## config.mk

```make
export PLATFORM = sky130hd
export DESIGN_NAME = adc_zero_cross_flat
export DESIGN_NICKNAME = d
export VERILOG_FILES = /design/src/rtl/adc_zero_cross_if.sv /design/src/rtl/adc_zero_cross.sv /design/src/flat_wrapper.sv
export SDC_FILE = /design/constraint.sdc
export NUM_CORES = 1
export LEC_CHECK = 0
export ABC_AREA = 1
export BUFFER_PORTS_ARGS = -buffer_cell sky130_fd_sc_hd__buf_2
export CAP_MARGIN = 30
export CORE_MARGIN = 1.5
export CORE_UTILIZATION = 25
export CTS_CLUSTER_SIZE = 40
export DETAILED_ROUTE_END_ITERATION = 16
export PLACE_DENSITY = 0.35
export RECOVER_POWER = 50
export SYNTH_ARGS = -nofsm -noshare
export SYNTH_HDL_FRONTEND = slang
export SYNTH_SLANG_ARGS = --single-unit
export TNS_END_PERCENT = 20
```

## constraint.sdc

```tcl
create_clock -name clk -period 13.9 [get_ports clk]
set_clock_uncertainty 0.05 [all_clocks]
set_input_delay 2.78 -clock clk [delete_from_list [all_inputs] [get_ports clk]]
set_output_delay 2.78 -clock clk [all_outputs]
set_load 0.1 [all_outputs]
```

## src/rtl/adc_zero_cross_if.sv

```systemverilog
// Sample/result bundle between the dual-channel ADC front end and adc_zero_cross.
// The master side drives samples; the slave side (adc_zero_cross) returns square waves and status.
interface adc_zero_cross_if #(
  parameter int DW = 10
);
  logic          sample_valid;
  logic [DW-1:0] adc_a;
  logic [DW-1:0] adc_b;
  logic          sig_a;
  logic          sig_b;
  logic [1:0]    amp_ok;
  logic          rect_wave_det;
  logic [DW-1:0] mid_a;
  logic [DW-1:0] mid_b;

  modport master (
    output sample_valid, adc_a, adc_b,
    input  sig_a, sig_b, amp_ok, rect_wave_det, mid_a, mid_b
  );

  modport slave (
    input  sample_valid, adc_a, adc_b,
    output sig_a, sig_b, amp_ok, rect_wave_det, mid_a, mid_b
  );
endinterface

```

## src/rtl/adc_zero_cross.sv

```systemverilog
// Dual-channel adaptive-midpoint hysteresis comparator with amplitude and rectangular-wave detection.
// Optional feature: define ZC_DEGLITCH_EN to require DEGLITCH_N consecutive samples before a toggle.
module adc_zero_cross #(
  parameter int DW          = 10,
  parameter int WIN_LEN     = 4096,
  parameter int HYST        = 8,
  parameter int MIN_AMP     = 32,
`ifdef ZC_DEGLITCH_EN
  parameter int DEGLITCH_N  = 3,
`endif
  parameter int RAIL_MARGIN = 16
) (
  input  logic             clk,
  input  logic             rst,
  adc_zero_cross_if.slave  bus
);
  localparam int WCW = $clog2(WIN_LEN);
  localparam int RCW = $clog2(WIN_LEN + 1);
  localparam logic [DW-1:0]  MID_RST = {1'b1, {(DW-1){1'b0}}};
  localparam logic [RCW-1:0] RAIL_TH = RCW'((WIN_LEN * 3) >> 2);
`ifdef ZC_DEGLITCH_EN
  localparam int DGW = $clog2(DEGLITCH_N + 1);
`endif

  typedef enum logic {ST_LOW, ST_HIGH} cmp_state_e;

  logic [WCW-1:0]      r_win_cnt;
  logic                w_close;
  logic                r_rect_wave_det;
  logic [1:0]          w_sig, w_amp_ok, w_amp_nxt, w_rect_nxt;
  logic [1:0][DW-1:0]  w_mid;

  assign w_close = bus.sample_valid && (r_win_cnt == WCW'(WIN_LEN - 1));

  // NOTE: sequential state uses non-blocking assignments so every register samples pre-edge values.
  always_ff @(posedge clk or posedge rst) begin
    if (rst) begin
      r_win_cnt       <= '0;
      r_rect_wave_det <= 1'b0;
    end else if (bus.sample_valid) begin
      r_win_cnt <= w_close ? '0 : r_win_cnt + WCW'(1);
      if (w_close)
        r_rect_wave_det <= &{w_rect_nxt, w_amp_nxt};
    end
  end

  for (genvar ch = 0; ch < 2; ch++) begin : g_ch
    logic [DW-1:0]  w_s;
    logic [DW-1:0]  r_mid, r_max, r_min, r_prev_max, r_prev_min;
    logic [RCW-1:0] r_rail_cnt, w_rail_nxt;
    logic           r_amp_ok, w_rail_hit, w_beyond;
    cmp_state_e     r_state, w_state_nxt;
    logic [DW:0]    w_hi_sum, w_mid_sum;
    logic [DW-1:0]  w_hi_th, w_lo_th, w_max_nxt, w_min_nxt, w_dist_max, w_dist_min;
`ifdef ZC_DEGLITCH_EN
    logic [DGW-1:0] r_dg_cnt, w_dg_nxt;
`endif

    assign w_s = (ch == 0) ? bus.adc_a : bus.adc_b;

    assign w_hi_sum = {1'b0, r_mid} + (DW+1)'(HYST);
    assign w_hi_th  = w_hi_sum[DW] ? '1 : w_hi_sum[DW-1:0];
    assign w_lo_th  = (r_mid >= DW'(HYST)) ? r_mid - DW'(HYST) : '0;

    assign w_max_nxt = (w_s > r_max) ? w_s : r_max;
    assign w_min_nxt = (w_s < r_min) ? w_s : r_min;
    assign w_mid_sum = {1'b0, w_max_nxt} + {1'b0, w_min_nxt};

    // Rail proximity is judged against the previous window's extremes, not the running ones.
    assign w_dist_max = (w_s > r_prev_max) ? w_s - r_prev_max : r_prev_max - w_s;
    assign w_dist_min = (w_s > r_prev_min) ? w_s - r_prev_min : r_prev_min - w_s;
    assign w_rail_hit = (w_dist_max <= DW'(RAIL_MARGIN)) || (w_dist_min <= DW'(RAIL_MARGIN));
    assign w_rail_nxt = (w_rail_hit && (r_rail_cnt != RCW'(WIN_LEN))) ? r_rail_cnt + RCW'(1)
                                                                      : r_rail_cnt;

    assign w_amp_nxt[ch]  = (w_max_nxt - w_min_nxt) >= DW'(MIN_AMP);
    assign w_rect_nxt[ch] = w_rail_nxt >= RAIL_TH;

    always_ff @(posedge clk or posedge rst) begin
      if (rst) begin
        r_mid      <= MID_RST;
        r_max      <= '0;
        r_min      <= '1;
        r_prev_max <= '0;
        r_prev_min <= '1;
        r_rail_cnt <= '0;
        r_amp_ok   <= 1'b0;
      end else if (w_close) begin
        r_mid      <= w_mid_sum[DW:1];
        r_amp_ok   <= w_amp_nxt[ch];
        r_prev_max <= w_max_nxt;
        r_prev_min <= w_min_nxt;
        r_max      <= '0;
        r_min      <= '1;
        r_rail_cnt <= '0;
      end else if (bus.sample_valid) begin
        r_max      <= w_max_nxt;
        r_min      <= w_min_nxt;
        r_rail_cnt <= w_rail_nxt;
      end
    end

    // NOTE: every always_comb output gets a default first, so no path can infer a latch.
    always_comb begin
      w_state_nxt = r_state;
      w_beyond    = (r_state == ST_LOW) ? (w_s >= w_hi_th) : (w_s <= w_lo_th);
`ifdef ZC_DEGLITCH_EN
      w_dg_nxt = '0;
      if (w_beyond) begin
        if (r_dg_cnt == DGW'(DEGLITCH_N - 1))
          w_state_nxt = (r_state == ST_LOW) ? ST_HIGH : ST_LOW;
        else
          w_dg_nxt = r_dg_cnt + DGW'(1);
      end
`else
      if (w_beyond)
        w_state_nxt = (r_state == ST_LOW) ? ST_HIGH : ST_LOW;
`endif
      if (!r_amp_ok) begin
        w_state_nxt = ST_LOW;
`ifdef ZC_DEGLITCH_EN
        w_dg_nxt = '0;
`endif
      end
    end

    always_ff @(posedge clk or posedge rst) begin
      if (rst) begin
        r_state <= ST_LOW;
`ifdef ZC_DEGLITCH_EN
        r_dg_cnt <= '0;
`endif
      end else if (bus.sample_valid) begin
        r_state <= w_state_nxt;
`ifdef ZC_DEGLITCH_EN
        r_dg_cnt <= w_dg_nxt;
`endif
      end
    end

    // Gating by amp_ok drops sig the moment a channel loses its swing.
    assign w_sig[ch]    = (r_state == ST_HIGH) && r_amp_ok;
    assign w_amp_ok[ch] = r_amp_ok;
    assign w_mid[ch]    = r_mid;
  end

  assign bus.sig_a         = w_sig[0];
  assign bus.sig_b         = w_sig[1];
  assign bus.amp_ok        = w_amp_ok;
  assign bus.rect_wave_det = r_rect_wave_det;
  assign bus.mid_a         = w_mid[0];
  assign bus.mid_b         = w_mid[1];
endmodule
```

## src/flat_wrapper.sv

```systemverilog
// flat-port wrapper written by rule: the top's interface ports become plain ports
module adc_zero_cross_flat 
#(
  parameter int DW          = 10,
  parameter int WIN_LEN     = 4096,
  parameter int HYST        = 8,
  parameter int MIN_AMP     = 32,

  parameter int RAIL_MARGIN = 16
)
  (clk, rst, bus_sample_valid, bus_adc_a, bus_adc_b, bus_sig_a, bus_sig_b, bus_amp_ok, bus_rect_wave_det, bus_mid_a, bus_mid_b);
  adc_zero_cross_if #(.DW(DW)) bus_i ();
  input  logic clk;
  input  logic rst;
  input wire logic [$bits(bus_i.sample_valid)-1:0] bus_sample_valid;
  input wire logic [$bits(bus_i.adc_a)-1:0] bus_adc_a;
  input wire logic [$bits(bus_i.adc_b)-1:0] bus_adc_b;
  output wire logic [$bits(bus_i.sig_a)-1:0] bus_sig_a;
  output wire logic [$bits(bus_i.sig_b)-1:0] bus_sig_b;
  output wire logic [$bits(bus_i.amp_ok)-1:0] bus_amp_ok;
  output wire logic [$bits(bus_i.rect_wave_det)-1:0] bus_rect_wave_det;
  output wire logic [$bits(bus_i.mid_a)-1:0] bus_mid_a;
  output wire logic [$bits(bus_i.mid_b)-1:0] bus_mid_b;
  assign bus_i.sample_valid = bus_sample_valid;
  assign bus_i.adc_a = bus_adc_a;
  assign bus_i.adc_b = bus_adc_b;
  assign bus_sig_a = bus_i.sig_a;
  assign bus_sig_b = bus_i.sig_b;
  assign bus_amp_ok = bus_i.amp_ok;
  assign bus_rect_wave_det = bus_i.rect_wave_det;
  assign bus_mid_a = bus_i.mid_a;
  assign bus_mid_b = bus_i.mid_b;
  adc_zero_cross #(.DW(DW), .WIN_LEN(WIN_LEN), .HYST(HYST), .MIN_AMP(MIN_AMP), .RAIL_MARGIN(RAIL_MARGIN)) u_core (.clk(clk), .rst(rst), .bus(bus_i));
endmodule
```

==> flow_summary_export.csv <==
group,metric,value,unit
synthesis,ys_seq_elements,143,
cells_and_area,final_net_count,2468,
synthesis,synth.cell_area,14480,sq um
worst_setup_path,criticalPathCategory,"in -> reg",
grt,grt_pass1_vias,13630,
grt,wire_length_of_the_first_global_routing_pass,77.42,mm
worst_setup_path,timing.critical_path.cells,"clkbuf_1 > clkbuf_1 > nand2_1 > inv_1 > nand2_1 > o21ai_0",
worst_setup_path,worstPathMaxFanout,58,
synthesis,avgSynthCellArea,6.584,sq um
routing,via_count,13750,
die,fp.dieW,243.6,um
sta,finalSetupTns,0,ns
sta,hold_ws,0.4409,ns
worst_setup_path,crit_family,"buffers and inverters",
run_status,failing_checks,"max-capacitance violations, max-slew violations",
placement,globalplace.congestion,0.8380,
die,die_y,243.6,um
synthesis,fraction_of_the_yosys_area_taken_by_sequential_cells,25.08,%
synthesis,synth_simple_gate_area_share,29.87,%
run,timing.max_cap.violations,4,
sta,hold_violations,0,
synthesis,synth_compound_area_share,13.57,%
pwr,leakage_dissipation,8.641,nW
worst_setup_path,timing.critical_path.required,14.17,ns
routing,drt-initial-drc-count,649,
grt,grt_usage,16.87,%
die,initial_util,25.19,%
clock_tree,clk_pin_slew_worst_paths,0.07,ns
clock_tree,cts.sink_count,143,
synthesis,most_numerous_cell_in_the_yosys_netlist,"sky130_fd_sc_hd__nand2_1",
synthesis,post_synth_main_area_contributors,"sky130_fd_sc_hd__ha_1, sky130_fd_sc_hd__dfrtp_1, sky130_fd_sc_hd__nand2_1",
die,floorplan.rows,88,
worst_setup_path,worstSetupStartpointType,"input pin",
clock_tree,hold_buffers,0,
placement,place.detailed.hpwl,38.81,mm
synthesis,number_of_flops_mapped_to_enable_cells_by_yosys,0,
synthesis,synth-adder-area-share,18.18,%
clock_tree,post_cts.repair.setup_buffers,0,
sta,timing.final.crit_period,7.502,ns
sta,achievable-frequency,0.1333,GHz
synthesis,syn_inst,2199,
sta,layout_worst_path_cycle_share,53.97,%
synthesis,post-synth-top-area-cell,"sky130_fd_sc_hd__ha_1",
synthesis,postSynth.asyncResetShare,100.0,%
pwr,pwr_density_cell,140.9,nW/um^2
clock_tree,worstSkewPairLatency,0.45,ns
clock_tree,cts_tree,"yes",
worst_hold_path,hold_path_class,"reg -> reg",
routing,routed_wire_per_std_cell,16.52,um
routing,avgViaCountPerCell,4.562,
worst_hold_path,cell_depth_of_the_worst_min_delay_path,2,
synthesis,synth_top_area_share,17.63,%
run_status,result_of_the_run,"complete, but fails checks",
worst_setup_path,rr_startpoint,"u_core.g_ch[0].r_min[5]$_DFFE_PP1P_",
die,io_pins,48,
synthesis,synth.cells.most_frequent,"sky130_fd_sc_hd__nand2_1, sky130_fd_sc_hd__inv_1, sky130_fd_sc_hd__ha_1, sky130_fd_sc_hd__o21ai_0, sky130_fd_sc_hd__nor2_1",
routing,drt_drc_violations_left,0,
grt,antenna_violations_before_repair,0,
clock_tree,cts-root-to-sink-buffers,2,
worst_setup_path,cpMaxStageDelayCell,"sky130_fd_sc_hd__clkbuf_1",
placement,portBuffers,47,
worst_setup_path,ff2ff_path_depth,20,
worst_hold_path,hold_path_startpoint,"u_core.g_ch[1].r_prev_max[9]$_DFFE_PP0P_",
synthesis,ys_types,50,
sta,setup_viol_count_final,0,
worst_setup_path,ff2ff_setup_slack,9.52,ns
worst_setup_path,worst_ep_arrival_time,7.77,ns
clock_tree,cts-root-buf,"sky130_fd_sc_hd__clkbuf_16",
worst_setup_path,regToRegEndpoint,"u_core.bus.mid_a[9]$_DFFE_PP1P_",
clock_tree,cts-htree-levels,4,
cells_and_area,drive_gt1_share,7.603,%
synthesis,total_of_warnings_raised_by_yosys,0,
clock_tree,post_cts.resized_instances,0,
clock_tree,cts_inserted_buffers,17,
routing,route.antenna.remaining_nets,0,
cells_and_area,synth_to_layout_area_growth,12.74,%
pwr,worst_ir_drop_vdd,0.00006013,V
worst_setup_path,crit_buf_inv,3,
routing,drt_pre_antenna_iters,5,
sta,worst_slew_pin_slew,3.290,ns
sta,slew_viol_final,207,
cells_and_area,antennaDiodeCount,0,
sta,relative_slew_slack,-119.3,%
grt,grt_start_max_net_pins,76,
grt,globalRouteOverflowTotal,0,
worst_setup_path,stage_delay_of_the_slowest_cell_on_the_critical_path,2.35,ns
synthesis,main_combinational_cell_family_by_area_after_synthesis,"simple AND/OR/NAND/NOR gates",
sta,grt_setup_unrepaired,"false",
die,core_area,57480,sq um
die,die_area,59360,sq um
routing,drt-total-wl,49.80,mm
synthesis,synth_flop_cell,"sky130_fd_sc_hd__dfrtp_1",
synthesis,yosys.area_share.xor_xnor,1.694,%
synthesis,proportion_of_synthesized_area_in_mux_cells,0,%
worst_hold_path,min_delay_worst_endpoint,"u_core.g_ch[1].r_prev_max[9]$_DFFE_PP0P_",
worst_setup_path,setup.worst_path.end_class,"flip-flop",
synthesis,synth_nets,2430,
worst max path at each step:
stage	start	to	slack (ns)	cells past startpoint
2_1_floorplan	rst	u_core.bus.mid_a[0]$_DFFE_PP0P_	7.30	1
3_3_place_gp	bus_adc_b[0]	u_core.bus.rect_wave_det$_DFFE_PP0P_	6.72	20
3_5_place_dp	bus_adc_b[0]	u_core.bus.rect_wave_det$_DFFE_PP0P_	6.72	20
4_1_cts	bus_adc_b[0]	u_core.bus.rect_wave_det$_DFFE_PP0P_	7.20	20
5_1_grt	bus_sample_valid	u_core.r_win_cnt[0]$_DFFE_PP0P_	5.88	6
6_report	bus_sample_valid	u_core.g_ch[1].r_max[2]$_DFFE_PP0P_	6.40	6
stage by stage:
stage	util, %	cell area, sq um	power [W]	instances	setup slack (ns)
after floorplan	-	14480	0.001375	2199	7.302
after global placement	27.19	15630	0.001735	2983	6.716
after detailed placement	27.19	15630	0.001728	2983	6.724
after CTS	28.45	16350	0.002334	3014	7.201
after global routing	28.40	16320	0.002508	3014	5.879
final	28.40	16320	0.002300	3014	6.398
cells by family (layout without fill, tap and decap cells):
family,Yosys count,count (layout)
and+or+nand+nor,1023,1023
buffers and inverters,441,491
AOI/OAI and AO/OA,356,356
adders and majority gates,208,208
DFF,143,143
xor gates and xnor gates,28,28
tightest hold or removal path, delay by kind of cell, from the launching register on:
family,cells,cell delay (ns)
AO/OA/AOI/OAI,1,0.06
flip-flops,1,0.35
AND/OR/NAND/NOR,1,0.05
area by class of cell:
class                      instances  area [sq um]
multi-input combinational       1615          9176
timing repair buffer              65         349.1
tap                              765         957.2
sequential                       143          3631
clock inverter                    11         257.7
fill                            6501         41150
inverter                         395          1484
clock buffer                      20         466.7
sequential cells by signal, summed over array words and instances, names as in the netlist:
register	count
u_core.g_ch.r_max	20
u_core.g_ch.r_amp_ok	2
u_core.bus.mid_b	10
u_core.g_ch.r_prev_min	20
u_core.bus.rect_wave_det	1
u_core.g_ch.r_min	20
u_core.g_ch.r_state	2
u_core.g_ch.r_rail_cnt	26
u_core.bus.mid_a	10
u_core.g_ch.r_prev_max	20
u_core.r_win_cnt	12
layout by cell type (no fill, tap or decap), types with 6 or more instances in the layout:
cell type | Yosys | routed
sky130_fd_sc_hd__nor4_1 | 8 | 8
sky130_fd_sc_hd__nand2_2 | 9 | 9
sky130_fd_sc_hd__o22ai_1 | 34 | 34
sky130_fd_sc_hd__or2_2 | 10 | 10
sky130_fd_sc_hd__nor2_1 | 147 | 147
sky130_fd_sc_hd__nand2_1 | 627 | 626
sky130_fd_sc_hd__inv_1 | 388 | 387
sky130_fd_sc_hd__nand3_1 | 143 | 143
sky130_fd_sc_hd__bufinv_16 | 0 | 8
sky130_fd_sc_hd__a21oi_1 | 106 | 106
sky130_fd_sc_hd__nor3_1 | 21 | 21
sky130_fd_sc_hd__buf_4 | 3 | 15
sky130_fd_sc_hd__o21ai_1 | 8 | 8
sky130_fd_sc_hd__clkbuf_1 | 29 | 11
sky130_fd_sc_hd__nor2_2 | 6 | 6
sky130_fd_sc_hd__o21bai_1 | 11 | 11
sky130_fd_sc_hd__dfrtp_1 | 101 | 101
sky130_fd_sc_hd__ha_1 | 204 | 204
sky130_fd_sc_hd__xor2_1 | 23 | 23
sky130_fd_sc_hd__clkbuf_16 | 0 | 17
sky130_fd_sc_hd__buf_2 | 10 | 39
sky130_fd_sc_hd__nand4_1 | 37 | 37
sky130_fd_sc_hd__o211ai_1 | 7 | 7
sky130_fd_sc_hd__inv_2 | 5 | 6
sky130_fd_sc_hd__dfstp_2 | 42 | 42
sky130_fd_sc_hd__o21ai_0 | 155 | 155
layer usage:
layer	track usage [%]	share of wire, %
met1	22.20	48
met2	29.04	47
met3	1.553	2.3
met4	5.120	2.3
met5	0	0
report_power, final:
| part | internal, W | switching (W) |
|---|---|---|
| sequential | 0.000514 | 0.0000598 |
| clock | 0.000386 | 0.000202 |
| combinational | 0.000393 | 0.000745 |
| total | 0.00129 | 0.00101 |
Power figures use the tool's default switching activity.
